==> src/rtl/item_selector.sv <==
// Button/auto-scroll driven selector producing the 3-bit item code for the HEX name decoder.
// Steps a ring of six valid codes and latches a chosen item on select.
module item_selector #(
    parameter int unsigned SCROLL_TICKS = 50_000_000
) (
    input  logic       clk,
    input  logic       reset,
    input  logic       next_btn,
    input  logic       prev_btn,
    input  logic       sel_btn,
    input  logic       auto_en,
    output logic [2:0] item_code,
    output logic [2:0] item_idx,
    output logic [2:0] chosen_code,
    output logic       chosen_valid
);

    typedef enum logic {
        IDLE,
        SCROLL
    } mode_e;

    localparam int unsigned CW = (SCROLL_TICKS > 1) ? $clog2(SCROLL_TICKS) : 1;
    localparam logic [CW-1:0] LAST = CW'(SCROLL_TICKS - 1);

    // bit 0 = next, bit 1 = prev, bit 2 = sel
    logic [2:0] s1, s2, s3;
    logic [2:0] ev;
    logic       ev_next, ev_prev, ev_sel;

    mode_e         mode;
    logic [CW-1:0] cnt, cnt_d;
    logic [2:0]    idx_d;
    logic          auto_adv, fwd, back;

    function automatic logic [2:0] idx_to_code(input logic [2:0] idx);
        logic [2:0] code;
        case (idx)
            3'd0:    code = 3'b000;
            3'd1:    code = 3'b001;
            3'd2:    code = 3'b010;
            3'd3:    code = 3'b100;
            3'd4:    code = 3'b101;
            3'd5:    code = 3'b111;
            default: code = 3'b000;
        endcase
        return code;
    endfunction

    always_ff @(posedge clk) begin
        if (reset) begin
            s1 <= '0;
            s2 <= '0;
            s3 <= '0;
        end else begin
            s1 <= {sel_btn, prev_btn, next_btn};
            s2 <= s1;
            s3 <= s2;
        end
    end

    assign ev      = s2 & ~s3;
    assign ev_next = ev[0];
    assign ev_prev = ev[1];
    assign ev_sel  = ev[2];

    // auto_en is a slow switch, so it selects the mode directly without synchronizing
    always_comb begin
        mode     = auto_en ? SCROLL : IDLE;
        cnt_d    = cnt;
        auto_adv = 1'b0;
        case (mode)
            IDLE: cnt_d = '0;
            SCROLL: begin
                if (ev_next || ev_prev) begin
                    cnt_d = '0;
                end else if (cnt == LAST) begin
                    cnt_d    = '0;
                    auto_adv = 1'b1;
                end else begin
                    cnt_d = cnt + CW'(1);
                end
            end
            default: cnt_d = '0;
        endcase

        fwd   = (ev_next && !ev_prev) || auto_adv;
        back  = ev_prev && !ev_next;
        idx_d = item_idx;
        if (fwd) begin
            idx_d = (item_idx == 3'd5) ? 3'd0 : item_idx + 3'd1;
        end else if (back) begin
            idx_d = (item_idx == 3'd0) ? 3'd5 : item_idx - 3'd1;
        end
    end

    always_ff @(posedge clk) begin
        if (reset) begin
            cnt          <= '0;
            item_idx     <= '0;
            item_code    <= '0;
            chosen_code  <= '0;
            chosen_valid <= 1'b0;
        end else begin
            cnt       <= cnt_d;
            item_idx  <= idx_d;
            item_code <= idx_to_code(idx_d);
            if (ev_sel) begin
                chosen_code  <= item_code;
                chosen_valid <= 1'b1;
            end
        end
    end

endmodule
==> config.mk <==
export PLATFORM = sky130hd
export DESIGN_NAME = item_selector
export DESIGN_NICKNAME = d
export VERILOG_FILES = /design/src/rtl/item_selector.sv
export SDC_FILE = /design/constraint.sdc
export NUM_CORES = 1
export LEC_CHECK = 0
export CAP_MARGIN = 15
export CORE_AREA = 10 10 75 77
export DETAILED_ROUTE_END_ITERATION = 10
export DIE_AREA = 0 0 85 87
export MAX_ROUTING_LAYER = met4
export PLACE_DENSITY = 0.82
export RECOVER_POWER = 50
export SLEW_MARGIN = 20
export SYNTH_ARGS = -nofsm -noshare
export SYNTH_HDL_FRONTEND = slang
export SYNTH_SLANG_ARGS = --single-unit
==> constraint.sdc <==
create_clock -name clk -period 1.55 [get_ports clk]
set_input_delay 0.31 -clock clk [delete_from_list [all_inputs] [get_ports clk]]
set_output_delay 0.31 -clock clk [all_outputs]
set_load 0.005 [all_outputs]
==> results of run 1 <==
## where the power goes
part | internal (mW) | total (mW) | switching [mW]
logic | 0.147 | 0.276 | 0.129
registers | 1.18 | 1.21 | 0.0212
clock network | 0.318 | 0.717 | 0.399
## worst max-delay path, cell delays in order, from the launching register on
cell	delay, ns
dfxtp_2	0.34
nor4b_4	0.31
nand4_4	0.19
o21a_1	0.24
o21ai_2	0.16
mux2_4	0.30
## how the worst min path moves through the flow
stage          endpoint  cells after the start
2_1_floorplan     s2[0]                      1
3_3_place_gp      s2[2]                      1
3_5_place_dp      s2[1]                      1
4_1_cts           s2[1]                      1
5_1_grt           s2[1]                      1
6_report          s2[1]                      1
## what timing repair did
| action | in CTS | in global routing |
|---|---|---|
| resized for setup | 14 | 10 |
| setup buffers | 4 | 1 |
| endpoints found under the setup margin | 33 | 33 |
| gates cloned | 1 | 0 |
| pin swaps | 4 | 8 |
## synthesized netlist by cell type, drive strengths merged (4+ instances only)
master  number
o21ai        6
nor4         4
xor2        18
clkbuf       7
nand3       13
nand4        9
xnor2        9
inv          4
nor2b       14
nand2       14
nor2        42
a31oi        4
nor3         6
dfxtp       45
buf          4
## placed cells by master, fill, tap and decap left out, drive strengths merged, types with 2 or more instances in the layout
master and n:
buf 49, dfxtp 45, nor2 42, xor2 18, nor2b 14, clkdlybuf4s50 14
nand2 14, nand3 13, xnor2 9, nand4 9, clkbuf 7, nor3 6
o21ai 6, inv 4, a31oi 4, nor4 4, a211oi 3, mux2i 3
and3 3, and4 2, nand2b 2, o21a 2, a21boi 2, a311oi 2
clkinvlp 2, nor4b 2, mux2 2
## flip-flops by register name, summed over array words and instances, names as in the netlist
register	cells
cnt	26
chosen_code	3
item_code	3
item_idx	3
s1	3
s2	3
s3	3
chosen_valid	1
## cell families after synthesis
| kind of cell | Yosys count | share of synthesized area (%) |
|---|---|---|
| and+or+nand+nor | 117 | 30.8 |
| DFF | 45 | 42.4 |
| xor gates and xnor gates | 27 | 11.1 |
| AOI/OAI and AO/OA | 24 | 7.84 |
| buffers and inverters | 15 | 4.24 |
| muxes | 5 | 2.47 |
| adders and majority gates | 2 | 1.06 |
## routing by layer
metal  routed length (um)  up-vias
li1                     -      927
met1                 2070      853
met2                 2580       49
met3                  272       12
met4                   85        0
met5                    0        -
## through the flow
stage	cell area [um2]	power (mW)	hold WS, ns	TNS (ns)
after floorplan	2140	1.38	0.414	-0.0746
after global placement	2630	1.47	0.422	-1.75
after detailed placement	2630	1.48	0.429	-2.72
after CTS	2820	2.21	0.449	-0.909
after global routing	2880	2.29	0.458	-4.53
final	2880	2.20	0.442	-1.48
## layout make-up
type / instances / area (um2)
clock buffers: 6 / 72.6
inverters: 4 / 15.0
fillers: 331 / 1360
well taps: 52 / 65.1
repair buffers: 65 / 572
multi-input cells: 175 / 1220
clock inverters: 2 / 15.0
flip-flops and latches: 45 / 915
==> flow_summary.ini, run 1 <==
[detailed_routing]
route.final.wire_length_um = 5010
remaining_drc_errors = 0
viasPerCell = 5.28
drtPass1Iterations = 4
vias = 1841
antenna_left = 0
drt_iter0_markers = 172
wl_per_cell_um = 14.4

[logic_synthesis]
yosysSeqAreaShare_pct = 42.4
synth_nets = 242
syn-mean-instance-area_um2 = 9.04
synth_area_leaders = dfxtp_1, nor2_1, xor2_1
synth_top_cell_by_area = dfxtp_1
syn_inst = 235
synth_edf_count = 0
syn_area_um2 = 2120
ys.flop_type = dfxtp_1
synth_cell_types = 48
synth_top_area_share_pct = 42.4
ys_seq_elements = 45
async_flop_share_pct = 0
yosysWarnings = 0

[grt]
grt_use_total_pct = 13.8
use_met1_pct = 14.3
grt_max_degree = 21
grt_antenna_before_repair = 0
grt_pass1_vias = 1787
met2_usage_pct = 24.4
grt_overflow = 0
grt_pass1_wl_um = 8220
top_usage_layer = met2
use_met3_pct = 4.21

[worst_setup_path]
worstPathArrival_ns = 1.86
reg2reg_depth = 5
cp.required_ns = 1.75
end_kind = register
critPathKind = register to register
critical_path_peak_fanout = 6
timing.rr.start = cnt[10]
cp-endpoint = item_idx[0]
critPathLaunch = cnt[10]
startpoint_type = register
rrSetupSlack_ns = -0.11
rr_endpoint = item_idx[0]

[cts]
h-tree-depth = 2
clk_pin_slew_ns = 0.09
numCtsBuffers = 5
cts.sinks = 45
tritoncts = built
clk_latency_ns = 0.30
clockBufferDepth = 2
cts_root_buffer = clkbuf_8
hold_buffers = 0

[timing]
finClkSkew_ns = 0.00771
fmax_mhz = 602
grt_setup_unrepaired = true
drv_slew = 0
layout_min_cycle_time_ns = 1.66
hold_violations = 0
max_slew_margin_pct = 73.8
setup_viol = 29
worst_pin_slew_ns = 0.393
fin_ws_ns = -0.111
fin_crit_sh_pct = 107

[hold_path]
min_from = s1[1]
hp-class = register to register

[finish]
final_layout_size_suffix_gt1_share_pct = 28.6
utilization_pct = 67.9
instances_no_fill = 349
nets = 303
diodes = 0
area.growth.synth_to_final_pct = 35.4

[placed_design]
io_buffer_count = 15
gp_congestion = 0.943
dp_hpwl_um = 3310
dp_cells = 336
pre_cts_ws_ns = -0.307

[outcome]
violations = setup timing
status = finished, violations left

[pwr]
p_leak_nw = 1.09
power.density_nw_per_um2 = 764
ir_drop_v = 0.000533

[floorplanning]
dieArea_um2 = 7400
die_w_um = 85
initial_utilization_pct = 50.1
io_pins = 16
die_height_um = 87
row_count = 24
core-area_um2 = 4230

[run]
maxCapViolCount = 0
(Power assumes the default switching activity.)
==> run 2: changes to the inputs <==
- CORE_AREA: 10 10 75 77 -> 10 10 74 76
- DIE_AREA: 0 0 85 87 -> 0 0 84 86
- PLACE_DENSITY: 0.82 -> 0.81
- clock period: 1.55 -> 1.8 ns (I/O delays scaled with it)
==> run 2 against run 1 <==
First-iteration DRC count fell by 16%. Hold slack better by 0.010 ns. Clock-buffer cell count rose by 1. Die area decreased by 2.3%. The flow now finishes without violations. Sequential share of layout area grew 4.1 points. Sequential cell count unchanged. Highest routed layer unchanged.
==> flow_summary.ini, run 2 (synthesis gave the netlist of run 1 again) <==
[pwr]
switchingPower_mw = 0.450
internal_power_mw = 1.40
clkPwrFrac_pct = 32.8
seqPwrFrac_pct = 56.3
switching_share_pct = 24.4
p_leak_nw = 0.909
ir_drop_v = 0.000436
power.density_nw_per_um2 = 732
combPwrFrac_pct = 10.9

[finish]
utilization_pct = 63.5
diodes = 0
largest_register_ffs = 26
final_layout_size_suffix_gt1_share_pct = 15.2
instances_no_fill = 314
final_common_cell = dfxtp_1
nets = 270
final_cell_mix = dfxtp_1, nor2_1, xor2_1
area.growth.synth_to_final_pct = 18.9
largest-register = cnt

[timing]
grt_setup_unrepaired = true
drv_slew = 0
hold_violations = 0
fin_crit_sh_pct = 98.2
fmax_mhz = 566
finClkSkew_ns = 0.00569
worst_pin_slew_ns = 0.794
setup_viol = 0
fin_tns_setup_ns = 0
max_slew_margin_pct = 47.1
layout_min_cycle_time_ns = 1.77

[floorplanning]
die_height_um = 86
row_count = 23
die_w_um = 84
dieArea_um2 = 7220
initial_utilization_pct = 53.5
io_pins = 16
core-area_um2 = 3970

[outcome]
status = completed

[grt]
grt_max_degree = 27
grt_pass1_vias = 1719
grt_overflow = 0
grt_use_total_pct = 12.5
grt_antenna_before_repair = 0
grt_pass1_wl_um = 7440

[cts]
h-tree-depth = 2
tritoncts = built
numCtsBuffers = 5
cts.sinks = 45
clockBufferDepth = 2
clk_pin_slew_ns = 0.08
clk_latency_ns = 0.30
cts_root_buffer = clkbuf_8
hold_buffers = 0

[placed_design]
dp_cells = 305
io_buffer_count = 15
gp_congestion = 0.934
dp_hpwl_um = 3130

[detailed_routing]
wl_met1_um = 1810
drt_iter0_markers = 145
routed.top_layer = met4
viasPerCell = 5.46
drtPass1Iterations = 4
antenna_left = 0
wl_met3_um = 196
wl_met2_um = 2220
wl_per_cell_um = 13.8
vias = 1716
route.final.wire_length_um = 4320
remaining_drc_errors = 0

[worst_setup_path]
end_kind = register
critPathKind = register to register
cp.required_ns = 1.99
worstPathArrival_ns = 1.96
critical_path_peak_fanout = 5
startpoint_type = register

[run]
maxCapViolCount = 0

[hold_path]
hp-class = register to register
-- run 2: changes by cell type in the layout (fill, tap and decap cells not counted), sizes merged --
cell / delta
buf: -34
clkbuf: +2
clkdlybuf4s50: -6
clkinvlp: -1
dlygate4sd3: +6
-- run 2: worst max-delay path, stage by stage, from the launching register on --
cell,delay (ns)
dfxtp_4,0.37
ha_4,0.14
and3_4,0.20
nand4_1,0.22
o21a_1,0.28
o21ai_2,0.14
mux2_4,0.31
-- run 2: final timing paths --
check,slack [ns],endpoint,from,cells past startpoint
max,0.03,item_idx[0],cnt[1],6
min,0.45,s2[0],s1[0],1
max reg2reg,0.03,item_idx[0],cnt[1],6
min reg2reg,0.45,s2[0],s1[0],1
-- run 2: routing by layer --
metal	vias to the layer above	track usage (%)
met4	0	7.15
met3	10	3.50
li1	861	-
met5	-	-
met2	33	21.5
met1	812	12.4
-- run 2: timing repair --
action	in CTS	in global routing
buffers inserted	0	1
pin swaps	1	3
endpoints found under the setup margin	2	10
gates resized for setup	1	13
-- run 2: per-stage QoR --
stage / instance area, um2 / power (mW) / hold WS [ns] / setup slack, ns
2_1_floorplan: 2120 / 1.19 / 0.414 / 0.0933
3_3_place_gp: 2390 / 1.26 / 0.422 / 0.0181
3_5_place_dp: 2390 / 1.27 / 0.438 / -0.0374
4_1_cts: 2480 / 1.86 / 0.458 / 0.0228
5_1_grt: 2520 / 1.93 / 0.468 / -0.0307
6_report: 2520 / 1.85 / 0.452 / 0.0333
-- run 2: power groups by stage --
stage | combinational, mW | clock [mW] | sequential, mW
after floorplan | 0.129 | 0 | 1.06
after global placement | 0.201 | 0 | 1.06
after detailed placement | 0.203 | 0 | 1.06
after CTS | 0.204 | 0.620 | 1.04
after global routing | 0.223 | 0.666 | 1.04
final | 0.201 | 0.605 | 1.04
-- run 2: layout make-up --
| class | count | area (um2) |
|---|---|---|
| Clock inverter | 1 | 7.51 |
| Multi-Input combinational cell | 175 | 1180 |
| Sequential cell | 45 | 906 |
| Timing Repair Buffer | 32 | 274 |
| Fill cell | 349 | 1450 |
| Inverter | 4 | 15.0 |
| Clock buffer | 7 | 76.3 |
| Tap cell | 50 | 62.6 |
